$ cat src/rtl/spi_pkg.sv
// Shared SPI transmitter definitions: FSM states, bus mode and divider default.
package spi_pkg;

    typedef enum logic [2:0] {
        IDLE,
        SETUP,
        SCK_HIGH,
        SCK_LOW,
        HOLD,
        DONE,
        GAP
    } spi_state_e;

    // Mode 0: SCLK idles low, data is sampled on the rising edge.
    localparam logic SPI_CPOL    = 1'b0;
    localparam logic SPI_CPHA    = 1'b0;
    localparam int   CLK_DIV_DEF = 4;

    function automatic logic first_bit(input logic [7:0] b, input logic msb_first);
        return msb_first ? b[7] : b[0];
    endfunction

endpackage

$ cat src/rtl/spi_clk_div.sv
// Half-period timer: reloads to CLK_DIV-1 on every state entry and stops at zero.
// Tick is combinational from the counter register; no backpressure.
module spi_clk_div
    import spi_pkg::*;
#(
    parameter int CLK_DIV = CLK_DIV_DEF
) (
    input  logic clk,
    input  logic rst_bar,
    input  logic i_load,
    output logic o_tick
);

    localparam logic [7:0] RELOAD = 8'(CLK_DIV - 1);

    logic [7:0] r_cnt;

    always_ff @(posedge clk or negedge rst_bar) begin
        if (!rst_bar) begin
            r_cnt <= 8'd0;
        end else if (i_load) begin
            r_cnt <= RELOAD;
        end else if (r_cnt != 8'd0) begin
            r_cnt <= r_cnt - 8'd1;
        end
    end

    assign o_tick = (r_cnt == 8'd0);

endmodule

$ cat src/rtl/spi_master_tx.sv
// Mode-0 SPI byte transmitter fed by an upstream key buffer; frame starts one clk after d is seen valid.
// Latency: 18*CLK_DIV cycles of cs_n low, ack pulse, then CLK_DIV-cycle gap; upstream waits on transfer_done.
module spi_master_tx
    import spi_pkg::*;
#(
    parameter int CLK_DIV   = CLK_DIV_DEF,
    parameter int MSB_FIRST = 1
) (
    input  logic       clk,
    input  logic       rst_bar,
    input  logic [7:0] d,
    input  logic [1:0] status_ctr,
    output logic       transfer_done,
    output logic       sclk,
    output logic       mosi,
    output logic       cs_n,
    output logic       tx_active
);

    localparam logic MSB = (MSB_FIRST != 0);

    if (CLK_DIV < 2 || CLK_DIV > 255 || SPI_CPHA != 1'b0) begin : g_param_chk
        $error("spi_master_tx: unsupported CLK_DIV or SPI mode");
    end

    spi_state_e r_state;
    spi_state_e w_state_nxt;
    logic [7:0] r_sr;
    logic [2:0] r_bit_cnt;
    logic       r_last;
    logic [1:0] r_rst_sync;
    logic       r_cs_n;
    logic       r_sclk;
    logic       r_mosi;
    logic       r_done;
    logic       r_active;
    logic       w_tick;
    logic       w_load;
    logic       w_latch;
    logic       w_shift;
    logic       w_cs_lo;
    logic [7:0] w_sr_shift;

    spi_clk_div #(.CLK_DIV(CLK_DIV)) u_div (
        .clk     (clk),
        .rst_bar (rst_bar),
        .i_load  (w_load),
        .o_tick  (w_tick)
    );

    always_ff @(posedge clk or negedge rst_bar) begin
        if (!rst_bar) begin
            r_state <= IDLE;
        end else begin
            r_state <= w_state_nxt;
        end
    end

    // r_last marks that the eighth bit has been shifted out, so the low phase after it closes the frame.
    always_comb begin
        w_state_nxt = r_state;
        w_latch     = 1'b0;
        w_shift     = 1'b0;
        case (r_state)
            IDLE: begin
                if (r_rst_sync[1] && status_ctr != 2'd0) begin
                    w_state_nxt = SETUP;
                    w_latch     = 1'b1;
                end
            end
            SETUP:    if (w_tick) w_state_nxt = SCK_HIGH;
            SCK_HIGH: begin
                if (w_tick) begin
                    w_state_nxt = SCK_LOW;
                    w_shift     = 1'b1;
                end
            end
            SCK_LOW:  if (w_tick) w_state_nxt = r_last ? HOLD : SCK_HIGH;
            HOLD:     if (w_tick) w_state_nxt = DONE;
            DONE:     w_state_nxt = GAP;
            GAP:      if (w_tick) w_state_nxt = IDLE;
            default:  w_state_nxt = IDLE;
        endcase
    end

    assign w_load     = (w_state_nxt != r_state);
    assign w_sr_shift = MSB ? {r_sr[6:0], 1'b0} : {1'b0, r_sr[7:1]};
    assign w_cs_lo    = (w_state_nxt == SETUP) || (w_state_nxt == SCK_HIGH) ||
                        (w_state_nxt == SCK_LOW) || (w_state_nxt == HOLD);

    // Outputs are registered from the next state so they line up with r_state without a decode stage.
    always_ff @(posedge clk or negedge rst_bar) begin
        if (!rst_bar) begin
            r_sr       <= 8'd0;
            r_bit_cnt  <= 3'd0;
            r_last     <= 1'b0;
            r_rst_sync <= 2'b00;
            r_cs_n     <= 1'b1;
            r_sclk     <= SPI_CPOL;
            r_mosi     <= 1'b0;
            r_done     <= 1'b0;
            r_active   <= 1'b0;
        end else begin
            r_rst_sync <= {r_rst_sync[0], 1'b1};
            r_cs_n     <= ~w_cs_lo;
            r_sclk     <= SPI_CPOL ^ (w_state_nxt == SCK_HIGH);
            r_done     <= (w_state_nxt == DONE);
            r_active   <= (w_state_nxt != IDLE);
            if (w_latch) begin
                r_sr      <= d;
                r_mosi    <= first_bit(d, MSB);
                r_bit_cnt <= 3'd0;
                r_last    <= 1'b0;
            end else if (w_shift) begin
                r_sr      <= w_sr_shift;
                r_mosi    <= first_bit(w_sr_shift, MSB);
                r_bit_cnt <= r_bit_cnt + 3'd1;
                if (r_bit_cnt == 3'd7) begin
                    r_last <= 1'b1;
                end
            end
        end
    end

    assign transfer_done = r_done;
    assign sclk          = r_sclk;
    assign mosi          = r_mosi;
    assign cs_n          = r_cs_n;
    assign tx_active     = r_active;

endmodule

$ cat config.mk
export PLATFORM = sky130hd
export DESIGN_NAME = spi_master_tx
export DESIGN_NICKNAME = d
export VERILOG_FILES = /design/src/rtl/spi_pkg.sv /design/src/rtl/spi_clk_div.sv /design/src/rtl/spi_master_tx.sv
export SDC_FILE = /design/constraint.sdc
export NUM_CORES = 1
export LEC_CHECK = 0
export CAP_MARGIN = 20
export CORE_MARGIN = 2
export CORE_UTILIZATION = 54
export DETAILED_ROUTE_END_ITERATION = 10
export GPL_ROUTABILITY_DRIVEN = 0
export PLACE_DENSITY = 0.78
export SLEW_MARGIN = 20
export SYNTH_ARGS = -nofsm -noshare
export SYNTH_HDL_FRONTEND = slang
export SYNTH_SLANG_ARGS = --single-unit
$ cat constraint.sdc
create_clock -name clk -period 2.5 [get_ports clk]
set_input_delay 0.5 -clock clk [delete_from_list [all_inputs] [get_ports clk]]
set_output_delay 0.5 -clock clk [all_outputs]
set_load 0.005 [all_outputs]
Word level (Yosys, flattened, before mapping):

Index checks and enable logic that the tools add are counted.

* flip-flop bits (word level): 29
* input bits: 12
* output and inout bits: 5
* logic and storage cells: 63

* add/sub/neg operators: 2
* equality and inequality tests: 13
* mux-type cells: 23
* bitwise gates (word level): 1
* reduce and logical (&&, ||, !) cells: 13

Operator list (number)
* $mux 3: 9
* $pmux 3 s7: 1
* $eq 3x3->1 const B: 6
* $mux 8: 2
* $mux 7: 2
* $eq 3x2->1 const B: 4
* $mux 1: 9
* $logic_not 8->1: 1
* $reduce_bool 2->1: 4
* $reduce_bool 8->1: 1
* $sub 8x1->8 const B: 1
* $eq 3x1->1 const B: 2
* $add 3x1->3 const B: 1
* $logic_not 3->1: 1
* $logic_or 1x1->1: 3
* $ne 3x3->1: 1
* $reduce_bool 3->1: 1
* $reduce_and 2->1: 1
* $logic_and 1x1->1: 1
* $not 1->1: 1

Logic depth before layout (Yosys ltp):

* word-level depth: 9
* gate-level depth with buffers: 7
* depth with buffers taken out: 6

Modules after synthesis:

Synthesis repeated with hierarchy kept, for this count alone.

* cell total of the unflattened synthesis: 135
* area, all modules: 1455.1 um^2

Modules (own cells, without submodules)
* spi_master_tx: times used 1, cells an instance 92, area an instance 1024.7 um^2, seq. area each 526.8 um^2
* spi_clk_div: times used 1, cells an instance 43, area an instance 430.4 um^2, seq. area each 200.2 um^2

Worst setup path after synthesis:

No wires, ideal clock.

* path type: register to register
* from: reg u_div.r_cnt[0]
* to: reg r_sr[1]
* library setup time: 0.126 ns
* arrival time: 1.598 ns
* required time: 2.374 ns
* path slack: 0.776 ns
* cell stages (with the launch flop): 8
* buffers on the path: 1
* clock period less this slack: 1.724 ns
* cells stage by stage: dfrtp_1 inv_1 ha_1 nor3b_4 and2_0 buf_4 and3_1 a221o_1

* cells in the longest elaborated chain, start to end: 4

RTL lines
* start, declared: RTL line spi_clk_div.sv:16 `logic [7:0] r_cnt;`
* start signal, assigned: RTL line spi_clk_div.sv:24 `r_cnt <= r_cnt - 8'd1;`
* $logic_not 8->1: RTL line spi_clk_div.sv:28 `assign o_tick = (r_cnt == 8'd0);`
* $mux 1: RTL line spi_master_tx.sv:73 `if (w_tick) begin`
* $mux 1: RTL line spi_master_tx.sv:64 `case (r_state)`
* $reduce_bool 2->1 (no source line)
* end signal, assigned: RTL line spi_master_tx.sv:115 `r_sr <= w_sr_shift;`
* end, declared: RTL line spi_master_tx.sv:28 `logic [7:0] r_sr;`

No other way between the ends.
A chain may end at the register's enable or synchronous reset.

Worst setup path after layout:

* from: reg u_div.r_cnt[0]
* to: reg r_sr[2]

Same word-level chain as after synthesis.

==> impl_metrics.ini <==
[critical_path]
cp.arrival_ns = 2.38
startpoint = u_div.r_cnt[0]
r2r_cells = 6
crit_end = r_sr[2]
timing.rr.start = u_div.r_cnt[0]
crit_fanout = 8
critical_path.top_delay_family = simple AND/OR/NAND/NOR gates
critPathBufInv = 1
reg2reg_to = r_sr[2]
critPathLaunchType = flip-flop
critPathSlowestCell = and2_0
path_cells = inv_1 > ha_1 > nor3b_4 > and2_0 > and3_1 > a221o_1
max_stage_delay_ns = 0.45
worst-setup-path-type = flip-flop to flip-flop
regToRegSetupSlack_ns = 0.38
cp.depth = 6
cp-end-kind = flip-flop
critPathRequiredTime_ns = 2.76

[clocking]
clkLatencyLatePin_ns = 0.32
root_buffer = clkbuf_4
cts_buffer_depth = 2
cts_tree = done
numCtsBuffers = 5
cts_resized = 0
htree_levels = 2
ctsHoldBuffers = 0
clk_pin_slew_worst_paths_ns = 0.08
clkSinkCount = 29
cts_setup_buffers = 0

[sta]
period_minus_slack_ns = 2.12
finalCritPeriodShare_pct = 84.9
setup_viol_count_final = 0
clock_skew_ns = 0.00962
setup_tns_ns = 0
fmax_ghz = 0.471
drv_slew = 0
whs_ns = 0.360
hold_viol = 0
rsz0062_at_grt = false

[global_route]
antenna_found_initial = 0
grt.total_usage_pct = 19.9
grt_pass1_wl_mm = 4.71
grt_max_degree = 30
gr-total-overflow = 0
grt_pass1_vias = 1028

[pwr]
powerDensity_nw_per_um2 = 462
ir_drop_v = 0.000329
power.leakage_nw = 0.704
finalPower_mw = 0.764

[synthesis]
yosys.area.top_type = dfrtp_1
syn_area_per_cell_um2 = 10.3
synth_area_leaders = dfrtp_1 49%, a21oi_1 3.9%, nand3_1 2.8%
yosysWarnings = 0
synth_fp_nets = 153
synthCells = 138
ys_ff_latch = 29
synth_top_area_share_pct = 49.5
syn-cell-area_um2 = 1420
ys_seq_area_share_pct = 51.3
synthDistinctLibCells = 38

[detailed_routing]
firstDrtPassIters = 4
post-route-drc-count = 0
finalWirelength_mm = 2.66
drt_iter0_markers = 20
vias = 1088
viasPerCell = 5.79
routedWlPerCell_um = 14.2
ant_nets = 0

[floorplanning]
io_pins = 17
die_area_um2 = 3050
die_w_um = 55.2
core-area_um2 = 2480
start_util_pct = 57.2
die_height_um = 55.2
num_rows = 18

[hold_path]
hold_class = flip-flop to flip-flop
hp-start = r_rst_sync[0]

[outcome]
run_status = finished clean

[placed_design]
hpwl_mm = 1.87
portBuffers = 16

[cells_and_area]
syn_to_final_growth_pct = 16.6
nNetsFinal = 172
drive_above_1_share_pct = 8.86
diodes = 0
utilization_pct = 66.7

[flow_run]
max_cap_violations = 0
Yosys cell counts:
library cell and instances:
o31ai_1 1, inv_1 9, and2_0 1, a21oi_1 11
and2_1 1, o22ai_1 4, a221o_1 3, or3_4 1
o311ai_0 1, nor4_1 1, buf_4 1, nor4b_1 1
nand2_1 10, nor3_1 4, mux2i_1 3, o21ai_0 4
a211oi_1 1, nand4_4 1, conb_1 1, dfstp_2 1
clkbuf_1 5, or2_1 1, o21a_1 3, nor2_1 10
or3_1 2, ha_1 3, a31oi_4 1, nand2b_1 3
nand3_1 8, dfrtp_1 28, or2_4 1, xnor2_1 2
nor3b_4 1, nor2b_1 1, nor4_4 1, nand4b_1 1
and3_1 5, nand3b_1 2
power by group:
part / switching, mW / internal, mW / leakage, nW
logic: 0.0126 / 0.0171 / 0.331
registers: 0.000431 / 0.470 / 0.347
clock network: 0.152 / 0.112 / 0.0265
total: 0.164 / 0.599 / 0.704
layer usage:
layer / track usage (%) / routed length (um)
met1: 26.9 / 1220
met2: 29.1 / 1220
met3: 7.03 / 152
met4: 8.36 / 66
met5: 0 / 0
kinds of logic after synthesis:
family	Yosys count	share of synthesized area (%)
buf+inv	15	4.24
mux	3	2.12
flops	29	51.3
other cells	1	0.265
xor+xnor	2	1.24
fa+ha+maj	3	2.65
compound gates	29	14.0
simple gates	56	24.2
layout make-up:
class / instances / area, um2
tap: 30 / 37.5
fill: 212 / 826
sequential: 29 / 727
clock buffer: 8 / 48.8
multi-input combinational: 94 / 629
inverter: 9 / 33.8
timing repair buffer: 18 / 175
cells in the final DEF, fill, tap and decap left out, types with 2 or more instances in the layout:
master,netlist,routed
nand3_1,8,8
o21ai_0,4,4
nand3b_1,2,2
o22ai_1,4,4
nand2_1,10,10
clkbuf_1,5,3
nor2_1,10,10
ha_1,3,3
a21oi_1,11,11
clkdlybuf4s50_1,0,16
and3_1,5,5
xnor2_1,2,2
nand2b_1,3,3
or3_1,2,2
inv_1,9,9
clkbuf_4,0,5
mux2i_1,3,3
nor3_1,4,4
a221o_1,3,3
dfrtp_1,28,28
o21a_1,3,3
buf_4,1,2
state kept, by name, summed over array words and instances (netlist names):
register	flops
cs_n	1
sclk	1
u_div.r_cnt	8
r_bit_cnt	3
tx_active	1
r_state	3
r_sr	7
r_rst_sync	2
transfer_done	1
mosi	1
r_last	1
worst min path at each step:
stage	endpoint	slack, ns	depth (start not counted)
after floorplan	mosi	0.20	0
after global placement	r_rst_sync[1]	0.34	0
after detailed placement	r_rst_sync[1]	0.34	0
after CTS	r_rst_sync[1]	0.36	0
after global routing	r_rst_sync[1]	0.38	0
final	r_rst_sync[1]	0.36	0
metrics by stage:
stage / area (um2) / worst slack (ns) / std cells
4_1_cts: 1650 / 0.395 / 188
2_1_floorplan: 1420 / 0.776 / 138
6_report: 1650 / 0.378 / 188
3_3_place_gp: 1600 / 0.454 / 180
5_1_grt: 1650 / 0.228 / 188
3_5_place_dp: 1600 / 0.404 / 180
Note: power is estimated with default switching activity, not from simulation.
